File: config.mk
export PLATFORM = sky130hd
export DESIGN_NAME = mipi_tx_lane_framer
export DESIGN_NICKNAME = d
export VERILOG_FILES = /design/src/rtl/mipi_tx_lane_framer.sv
export SDC_FILE = /design/constraint.sdc
export NUM_CORES = 1
export LEC_CHECK = 0
export ABC_AREA = 1
export BUFFER_PORTS_ARGS = -buffer_cell sky130_fd_sc_hd__buf_4
export CORE_ASPECT_RATIO = 1.1
export CORE_MARGIN = 4
export CORE_UTILIZATION = 51
export CTS_BUF_LIST = sky130_fd_sc_hd__clkbuf_2
export CTS_CLUSTER_DIAMETER = 150
export CTS_CLUSTER_SIZE = 40
export DETAILED_ROUTE_END_ITERATION = 7
export HOLD_SLACK_MARGIN = 0.02
export PLACE_DENSITY_LB_ADDON = 0.1
export SETUP_SLACK_MARGIN = 0.15
export SYNTH_ARGS = -nofsm -noshare
export SYNTH_HDL_FRONTEND = slang
export SYNTH_SLANG_ARGS = --single-unit
File: constraint.sdc
create_clock -name clk -period 1.7 [get_ports clk]
set_clock_uncertainty 0.2 [all_clocks]
set_input_delay 0.17 -clock clk [delete_from_list [all_inputs] [get_ports clk]]
set_output_delay 0.17 -clock clk [all_outputs]
set_load 0.1 [all_outputs]
File: src/rtl/mipi_tx_lane_framer.sv
// Single-lane MIPI D-PHY transmit framer: wraps an LSB-first byte stream in a
// complete HS burst (LP-11, LP-01, LP-00, HS-zero, SoT 0xB8, payload, trail, LP-11).
module mipi_tx_lane_framer #(
    parameter int T_LPX        = 4,
    parameter int T_HS_PREPARE = 3,
    parameter int T_HS_ZERO    = 6,
    parameter int T_HS_TRAIL   = 5,
    parameter int T_HS_EXIT    = 4
) (
    input  logic       clk,
    input  logic       rst,
    input  logic [7:0] s_data,
    input  logic       s_valid,
    input  logic       s_last,
    output logic       s_ready,
    output logic [7:0] hs_dout,
    output logic       hs_oe,
    output logic       lp_dp,
    output logic       lp_dn,
    output logic       busy,
    output logic       underflow
);

    typedef enum logic [2:0] {
        ST_IDLE  = 3'd0,
        ST_RQST  = 3'd1,
        ST_PREP  = 3'd2,
        ST_ZERO  = 3'd3,
        ST_SYNC  = 3'd4,
        ST_DATA  = 3'd5,
        ST_TRAIL = 3'd6,
        ST_EXIT  = 3'd7
    } state_t;

    localparam logic [7:0] SOT_BYTE = 8'hB8;

    state_t     state_r;
    state_t     state_s;
    logic [7:0] cnt_r;
    logic [7:0] data_r;
    logic       last_r;
    logic       underflow_r;
    logic       hs_phase_s;
    logic       take_s;

    // Each timed state runs PARAM cycles: counter starts at PARAM-1 and exits at 0.
    function automatic logic [7:0] load_cnt(input state_t st);
        case (st)
            ST_RQST:  return 8'(T_LPX - 1);
            ST_PREP:  return 8'(T_HS_PREPARE - 1);
            ST_ZERO:  return 8'(T_HS_ZERO - 1);
            ST_TRAIL: return 8'(T_HS_TRAIL - 1);
            ST_EXIT:  return 8'(T_HS_EXIT - 1);
            default:  return 8'h00;
        endcase
    endfunction

    // Handshake window: SYNC/DATA, except the final DATA cycle that only presents s_last's byte.
    always_comb begin
        hs_phase_s = 1'b0;
        if ((state_r == ST_SYNC) || (state_r == ST_DATA)) begin
            hs_phase_s = ~last_r;
        end else begin
            hs_phase_s = 1'b0;
        end
        take_s = hs_phase_s & s_valid;
    end

    // State, counter, payload register and underflow pulse.
    always_ff @(posedge clk) begin
        if (rst) begin
            state_r     <= ST_IDLE;
            cnt_r       <= 8'h00;
            data_r      <= 8'h00;
            last_r      <= 1'b0;
            underflow_r <= 1'b0;
        end else begin
            state_r <= state_s;
            if (state_s != state_r) begin
                cnt_r <= load_cnt(state_s);
            end else if (cnt_r != 8'h00) begin
                cnt_r <= cnt_r - 8'd1;
            end
            if ((state_s == ST_SYNC) && (state_r != ST_SYNC)) begin
                data_r <= SOT_BYTE;
            end else if (take_s) begin
                data_r <= s_data;
            end
            last_r      <= take_s & s_last;
            underflow_r <= hs_phase_s & ~s_valid;
        end
    end

    // Next-state decode.
    always_comb begin
        state_s = state_r;
        case (state_r)
            ST_IDLE:  state_s = s_valid ? ST_RQST : ST_IDLE;
            ST_RQST:  state_s = (cnt_r == 8'h00) ? ST_PREP : ST_RQST;
            ST_PREP:  state_s = (cnt_r == 8'h00) ? ST_ZERO : ST_PREP;
            ST_ZERO:  state_s = (cnt_r == 8'h00) ? ST_SYNC : ST_ZERO;
            ST_SYNC,
            ST_DATA: begin
                if (last_r) begin
                    state_s = ST_TRAIL;
                end else if (s_valid) begin
                    state_s = ST_DATA;
                end else begin
                    state_s = ST_TRAIL;
                end
            end
            ST_TRAIL: state_s = (cnt_r == 8'h00) ? ST_EXIT : ST_TRAIL;
            ST_EXIT:  state_s = (cnt_r == 8'h00) ? ST_IDLE : ST_EXIT;
            default:  state_s = ST_IDLE;
        endcase
    end

    // Output decode from registered state only.
    always_comb begin
        lp_dp   = 1'b1;
        lp_dn   = 1'b1;
        hs_oe   = 1'b0;
        hs_dout = 8'h00;
        case (state_r)
            ST_IDLE: begin
                lp_dp = 1'b1;
                lp_dn = 1'b1;
            end
            ST_RQST: begin
                lp_dp = 1'b0;
                lp_dn = 1'b1;
            end
            ST_PREP: begin
                lp_dp = 1'b0;
                lp_dn = 1'b0;
            end
            ST_ZERO: begin
                lp_dp = 1'b0;
                lp_dn = 1'b0;
                hs_oe = 1'b1;
            end
            ST_SYNC: begin
                lp_dp   = 1'b0;
                lp_dn   = 1'b0;
                hs_oe   = 1'b1;
                hs_dout = SOT_BYTE;
            end
            ST_DATA: begin
                lp_dp   = 1'b0;
                lp_dn   = 1'b0;
                hs_oe   = 1'b1;
                hs_dout = data_r;
            end
            // Trail holds the complement of the last serialized bit (MSB of the last byte).
            ST_TRAIL: begin
                lp_dp   = 1'b0;
                lp_dn   = 1'b0;
                hs_oe   = 1'b1;
                hs_dout = data_r[7] ? 8'h00 : 8'hFF;
            end
            ST_EXIT: begin
                lp_dp = 1'b1;
                lp_dn = 1'b1;
            end
            default: begin
                lp_dp = 1'b1;
                lp_dn = 1'b1;
            end
        endcase
        s_ready   = hs_phase_s;
        busy      = (state_r != ST_IDLE);
        underflow = underflow_r;
    end

endmodule

==> summary.txt, run 1 <==
Run status
  • Status: stopped before the end
  • Fail Step: global routing
  • Tool error: [ERROR DPL-0038] Utilization greater than 100%, impossible to legalize

Die
  • Die height: 61.6 um
  • # rows: 19
  • IO Pins: 26
  • Initial Util: 53.4%
  • Die W: 56.8 um

STA
  • Worst-path end type: register input
  • GRT worst endpoint: cnt_r[2]$_SDFFE_PP0P_/D

Clocking
  • Clk buf depth: 2
  • Root buf cell: clkbuf_2
  • CTS H-tree lvls: 1
  • CTS Buf Count: 3
  • Clock Sinks: 21

Placement
  • Dpl cell area: 1860 um2
  • Dpl ws: -0.202 ns
  • DP Cell Count: 276
  • IO buf count: 25
  • GP Congestion: 0.875
  • Final HPWL DP: 2740 um

Logic synthesis
  • Syn Nets: 204
  • Syn Inst Count: 191
  • Post-Syn Area: 1330 um2
  • Ys Warns: 0
  • Syn avg cell area: 6.98 um2
  • Synth cell types: 35
  • Number of synthesized flops with an enable pin: 0
  • Yosys reg bits: 21
  • Register area share after synthesis: 31.5%
  • Ys async rst share: 0%
  • Main synth FF type: dfxtp_1

GRT
  • Largest net degree at the start of global routing: 13
[Yosys cell counts (2+ instances only)]
master | count | share of area, %
inv_4 | 2 | 0.94
o21ai_0 | 13 | 4.9
clkinv_1 | 2 | 0.56
xor2_1 | 4 | 2.6
a21oi_1 | 10 | 3.8
nor2_1 | 18 | 5.1
o211ai_1 | 3 | 1.7
nand2_4 | 4 | 3.4
nand3_1 | 7 | 2.6
inv_1 | 24 | 6.8
nand2_1 | 45 | 13
xnor2_1 | 2 | 1.3
dfxtp_1 | 21 | 32
nand2_2 | 7 | 3.3
nand3_4 | 2 | 2.6
nor3_1 | 6 | 2.3
nand4_1 | 3 | 1.4
[what timing repair did]
item | 4_1_cts
pin swaps | 12
setup buffers | 12
endpoints found under the setup margin | 30
gates resized for setup | 76
hold endpoints to repair | 18
hold buffers | 11
[logic make-up after synthesis]
group,share of synthesized area [%]
adders and majority gates,0.938
xor gates and xnor gates,3.94
AOI/OAI and AO/OA,12.8
and+or+nand+nor,40.2
DFF,31.5
buffers and inverters,10.6
[per-stage QoR]
step	utilization (%)	hold slack, ns
after CTS	95.2	0.190
after detailed placement	74.5	0.147
after global placement	74.5	0.140
after floorplan	-	0.0481
==> inputs of run 2 (changes only) <==
==> config.mk (replaced) <==
export PLATFORM = sky130hd
export DESIGN_NAME = mipi_tx_lane_framer
export DESIGN_NICKNAME = d
export VERILOG_FILES = /design/src/rtl/mipi_tx_lane_framer.sv
export SDC_FILE = /design/constraint.sdc
export NUM_CORES = 1
export LEC_CHECK = 0
export ABC_AREA = 1
export BUFFER_PORTS_ARGS = -buffer_cell sky130_fd_sc_hd__buf_4
export CORE_AREA = 4 4 65 67
export DETAILED_ROUTE_END_ITERATION = 7
export DIE_AREA = 0 0 69 71
export PLACE_DENSITY_LB_ADDON = 0.15
export SYNTH_ARGS = -nofsm -noshare
export SYNTH_HDL_FRONTEND = slang
export SYNTH_SLANG_ARGS = --single-unit
==> constraint.sdc (replaced) <==
create_clock -name clk -period 2.2 [get_ports clk]
set_clock_uncertainty 0.2 [all_clocks]
set_input_delay 0.22 -clock clk [delete_from_list [all_inputs] [get_ports clk]]
set_output_delay 0.22 -clock clk [all_outputs]
set_load 0.1 [all_outputs]
==> run 2 against run 1 <==
  * The flow now finishes without violations
  * Synthesized area unchanged
  * Synthesized cell count unchanged
==> summary.txt, run 2 <==
STA
  • Slew margin rel.: 71.9%
  • Pin slew with the least headroom to its limit: 0.421 ns
  • Unrepaired setup endpoints after global routing: no
  • # setup viols final: 0
  • Final period util: 93.7%
  • Fmax: 485 MHz
  • Max-slew violation count: 0
  • Final hold violation count: 0
  • Final worst path period need: 2.06 ns

Placement
  • IO buf count: 25 (unchanged)
  • DP Cell Count: 265 (-4.0%)
  • Final HPWL DP: 2450 um (-10%)
  • GP Congestion: 0.772 (-12%)

Setup path
  • Data arrival time at the worst-slack endpoint: 1.64 ns
  • WS Path Type: flip-flop to output pin
  • Worst reg2reg path startpoint: state_r[2]
  • Delay of the slowest cell on the worst path: 0.43 ns
  • CP endpoint kind: output pin
  • Cell breakdown of the critical path: inv_4, buf_4, nand4_1, buf_4, o21ai_2, buf_4
  • Most numerous cell on the critical path: buf_4
  • Cell family with most CP delay: buffers and inverters
  • Crit start category: flip-flop
  • R2R depth: 13
  • CP Data Required Time: 1.78 ns
  • Worst reg2reg path endpoint: cnt_r[2]
  • Bufs and invs on worst path: 4
  • Largest fanout on the critical path: 6
  • CP Launch Point: state_r[0]
  • Crit path depth: 6
  • R2R Setup Slk: 0.22 ns
  • Critical Path Sink: hs_dout[1]
  • CP max stage cell: dfxtp_1

Detailed routing
  • Via density: 4.55
  • Remaining antenna violation count: 0
  • WL final: 3120 um
  • Drt wl/cell: 11.5 um
  • DR DRC count: 0
  • First drt pass iteration count: 4
  • DRT iter0 DRCs: 24
  • Routed vias: 1237

Clocking
  • Clk buf depth: 2 (unchanged)
  • CTS tree: yes
  • CTS Buf Count: 3 (unchanged)
  • Clock latency on the worst-skew pair: 0.26 ns
  • Clock Sinks: 21 (unchanged)
  • CTS H-tree lvls: 1 (unchanged)
  • Root buf cell: clkbuf_8
  • CTS clk-pin slew, worst paths: 0.08 ns

Logic synthesis
  • Ys Warns: 0 (unchanged)
  • Yosys reg bits: 21 (unchanged)
  • Synth top area cells: dfxtp_1, nand2_1, inv_1, nor2_1, o21ai_0
  • Main synth FF type: dfxtp_1
  • Most common cell in the synthesized netlist: nand2_1
  • Syn Nets: 204 (unchanged)
  • Ys async rst share: 0% (unchanged)
  • Synth cell types: 35 (unchanged)
  • Post-synth top area share: 31.5% (unchanged)
  • Register area share after synthesis: 31.5% (unchanged)
  • Dominant cell type by area after synthesis: dfxtp_1
  • Synth top cells by count: nand2_1, inv_1, dfxtp_1, nor2_1, o21ai_0
  • Syn avg cell area: 6.98 um2 (unchanged)
  • Number of synthesized flops with an enable pin: 0 (unchanged)
  • Post-Syn Area: 1330 um2 (unchanged)
  • Syn Inst Count: 191 (unchanged)

Final layout
  • Multi-input logic area: 796 um2
  • Syn-to-layout area delta: 27.8%
  • Fin cells: 272
  • Antenna Cells: 0
  • Reg area: 420 um2
  • Most frequent cells in the layout: nand2_1, buf_4, inv_1
  • Layout cell share with drive strength beyond 1: 30.4%
  • Fill count: 394
  • Most common cell after layout, fill and taps aside: nand2_1
  • Final nets: 238
  • Biggest regs: cnt_r: 8 flops, data_r: 8 flops, state_r: 3 flops

Worst hold path
  • HP Class: primary input to flip-flop
  • Hold Path Cell Cnt: 3

GRT
  • Vias in the first global route: 1291
  • Initial antenna violation count: 0
  • GRT Total Usage: 13.7%
  • First-pass GRT wire length: 5540 um
  • GRT overflow: 0
  • Largest net degree at the start of global routing: 13

Die
  • Die ar.: 4900 um2
  • Die height: 71 um (+15%)
  • # rows: 22 (+3)
  • IO Pins: 26 (unchanged)
  • Die W: 69 um (+22%)
  • CORE AREA: 3630 um2
  • Initial Util: 36.7% (-17 points)

Flow run
  • Maxcap violations: 0

Run status
  • Status: finished clean
run 2: cell counts after synthesis:
Identical to the previous run, type by type.
run 2: layer usage:
layer,track usage [%],wire length [um]
met4,3.90,36
met1,15.7,1360
met2,25.6,1570
met3,2.70,152
met5,0,0
run 2: worst min-delay path by stage:
| stage | from | endpoint | slack [ns] |
|---|---|---|---|
| after floorplan | s_valid | underflow | 0.1 |
| after detailed placement | s_valid | underflow | 0.20 |
| after global placement | s_valid | underflow | 0.20 |
| after CTS | s_data[1] | data_r[1] | 0.009 |
| after global routing | s_data[2] | data_r[2] | 0.01 |
| final | s_data[1] | data_r[1] | 0.01 |
run 2: kinds of logic (layout without fill, tap and decap cells):
group	after synthesis	after routing	synth area share [%]
AO/OA/AOI/OAI	28	28	12.8
XOR/XNOR	6	6	3.94
adder cells (fa/ha/maj)	1	1	0.938
buffers and inverters	33	66	10.6
flip-flops	21	21	31.5
AND/OR/NAND/NOR	102	102	40.2
run 2: tightest hold or removal path: stages:
cell and delay (ns):
buf_4 0.11, nand2_1 0.05, a21oi_1 0.05
run 2: what timing repair did:
item,CTS,global route
gates resized for setup,0,7
endpoints found under the setup margin,0,7
endpoints found under the hold margin,2,0
buffers inserted,0,1
hold buffers,2,0
run 2: metrics by stage:
stage | utilization (%) | area (um2) | hold WS (ns) | worst slack [ns] | TNS, ns
global route | 46.9 | 1700 | 0.0104 | 0.0102 | 0
detailed placement | 44.2 | 1610 | 0.199 | 0.0883 | 0
finish | 46.9 | 1700 | 0.0134 | 0.140 | 0
floorplan | - | 1350 | 0.0985 | -0.200 | -1.20
CTS | 46.1 | 1670 | 0.00856 | 0.00858 | 0
global placement | 44.2 | 1610 | 0.198 | 0.0597 | 0
run 2: area by class of cell:
class | count | share of cell area [%]
inverters | 29 | 6.68
clock inverters | 1 | 0.294
flip-flops and latches | 21 | 24.7
multi-input cells | 137 | 46.7
repair buffers | 33 | 15.7
well taps | 48 | 3.52
clock buffers | 3 | 2.42
Power of run 2 is left out: the tool's default activity adds up to more than one toggle a clock period on the data nets, which glitch-free logic cannot reach.
==> inputs of run 3 (changes only) <==
--- a/config.mk
+++ b/config.mk
@@ -7,9 +7,9 @@
 export LEC_CHECK = 0
 export ABC_AREA = 1
 export BUFFER_PORTS_ARGS = -buffer_cell sky130_fd_sc_hd__buf_4
-export CORE_AREA = 4 4 65 67
+export CORE_MARGIN = 4
+export CORE_UTILIZATION = 30
 export DETAILED_ROUTE_END_ITERATION = 7
-export DIE_AREA = 0 0 69 71
 export PLACE_DENSITY_LB_ADDON = 0.15
 export SYNTH_ARGS = -nofsm -noshare
 export SYNTH_HDL_FRONTEND = slang
==> run 3 against run 2 <==
  * Sequential share of layout area about the same
  * Global-route usage down 1.0 points
  * Hold slack better by 0.0023 ns
  * Fmax up 0.79%
  * Clock-buffer cell count up 1
  * Register-to-register slack about the same
  * Routed wire length up 0.35%
  * Worst setup slack better by 0.016 ns
  * Flip-flop and latch count unchanged
  * Critical path depth up 1
  * Die area up 14%
  * Largest cell class unchanged
==> summary.txt, run 3 (same netlist as run 2, synthesis figures left out) <==
STA
  • Final period util: 92.9% (-0.74 points)
  • Pin slew with the least headroom to its limit: 0.320 ns (-0.101 ns)
  • Slew margin rel.: 78.5% (+6.6 points)
  • Fin worst setup slack: 0.156 ns (+0.0162 ns)
  • Fmax: 489 MHz (+0.79%)
  • Unrepaired setup endpoints after global routing: no
  • Final worst path period need: 2.04 ns (-0.0162 ns)
  • Max-slew violation count: 0 (unchanged)
  • Final hold violation count: 0 (unchanged)
  • # setup viols final: 0 (unchanged)

Detailed routing
  • DR DRC count: 0 (unchanged)
  • Via density: 4.61 (+1.3%)
  • First drt pass iteration count: 4 (unchanged)
  • Drt wl/cell: 11.4 um (-0.38%)
  • WL final: 3130 um (+0.35%)
  • DRT iter0 DRCs: 66 (+180%)
  • Routed vias: 1262 (+2.0%)
  • Remaining antenna violation count: 0 (unchanged)

Setup path
  • WS Path Type: flip-flop to output pin
  • Largest fanout on the critical path: 5 (-1)
  • CP endpoint kind: output pin
  • Crit start category: flip-flop
  • Data arrival time at the worst-slack endpoint: 1.62 ns (-0.02 ns)
  • CP Data Required Time: 1.78 ns (about the same)

Placement
  • Dpl cell area: 1620 um2 (+0.62%)
  • IO buf count: 25 (unchanged)
  • Final HPWL DP: 2440 um (-0.70%)
  • Dpl ws: 0.0788 ns (-0.00949 ns)
  • DP Cell Count: 268 (+1.1%)
  • GP Congestion: 0.776 (+0.49%)

Die
  • IO Pins: 26 (unchanged)
  • Die W: 74.7 um (+8.2%)
  • CORE AREA: 4140 um2 (+14%)
  • Die height: 74.7 um (+5.2%)
  • Initial Util: 32.2% (-4.5 points)
  • Die ar.: 5580 um2 (+14%)
  • # rows: 23 (+4.5%)

Clocking
  • Clk buf depth: 2 (unchanged)
  • CTS clk-pin slew, worst paths: 0.07 ns (about the same)
  • Clock Sinks: 21 (unchanged)
  • CTS tree: yes
  • Post-CTS Setup Inserts: 0 (unchanged)
  • CTS Buf Count: 3 (unchanged)
  • CTS H-tree lvls: 1 (unchanged)
  • Root buf cell: clkbuf_8
  • Clock latency on the worst-skew pair: 0.25 ns (about the same)

GRT
  • Largest net degree at the start of global routing: 12 (-1)
  • GRT overflow: 0 (unchanged)
  • Vias in the first global route: 1203 (-6.8%)
  • GRT Total Usage: 12.7% (-1.0 points)
  • Initial antenna violation count: 0 (unchanged)
  • First-pass GRT wire length: 5550 um (+0.13%)

Final layout
  • Final nets: 238 (unchanged)
  • Fin cells: 274 (+0.74%)
  • Reg area: 422 um2 (+0.30%)
  • Design area: 1710 um2 (+0.29%)
  • Layout cell share with drive strength beyond 1: 30.8% (+0.45 points)
  • Syn-to-layout area delta: 28.1%
  • Most frequent cells in the layout: nand2_1, buf_4, inv_1
  • Fill count: 469 (+19%)
  • Multi-input logic area: 798 um2 (+0.31%)
  • Biggest regs: cnt_r: 8 flops, data_r: 8 flops, state_r: 3 flops
  • Fin util: 41.2% (-5.7 points)
  • Most common cell after layout, fill and taps aside: nand2_1
  • Antenna Cells: 0 (unchanged)

Flow run
  • Maxcap violations: 0 (unchanged)

Worst hold path
  • HP Class: primary input to flip-flop

Run status
  • Status: finished clean
-- run 3: worst paths after layout --
check | cells after the start | slack, ns | start | end
worst max-delay path | 7 | 0.16 | state_r[0] | hs_dout[4]
worst min-delay path | 3 | 0.02 | s_data[6] | data_r[6]
worst max register to register | 13 | 0.22 | cnt_r[0] | cnt_r[2]
worst min register to register | 2 | 0.26 | data_r[2] | data_r[2]
-- run 3: routing by layer --
metal,up-vias,routed length [um],global-route usage [%]
met4,0,42,4.15
met2,22,1320,18.2
met3,4,99,1.87
met5,-,0,0
li1,675,-,-
met1,561,1670,19.2
-- run 3: cell type report --
cell class | instances | share of cell area [%]
sequential | 21 | 24.7
clock buffer | 4 | 2.64
timing repair buffer | 33 | 15.7
inverter | 29 | 6.66
tap | 50 | 3.66
multi-input combinational | 137 | 46.7
-- run 3: through the flow --
stage,setup TNS (ns),hold WS [ns]
CTS,0,0.0112
finish,0,0.0157
global route,0,0.00413
floorplan,-1.20,0.0985
global placement,0,0.204
detailed placement,0,0.204
-- run 3: repair_timing --
item | CTS | global route
endpoints found under the hold margin | 2 | 0
gates resized for setup | 0 | 9
hold buffers | 2 | 0
endpoints found under the setup margin | 0 | 9
-- run 3: worst max-delay path: stages (launching register included) --
cell and delay [ns]:
dfxtp_1 0.36, inv_4 0.07, buf_4 0.15, nand4_1 0.23
nand2_1 0.13, inv_1 0.07, o21ai_1 0.11, buf_6 0.25
Power of run 3 is left out for the same reason.
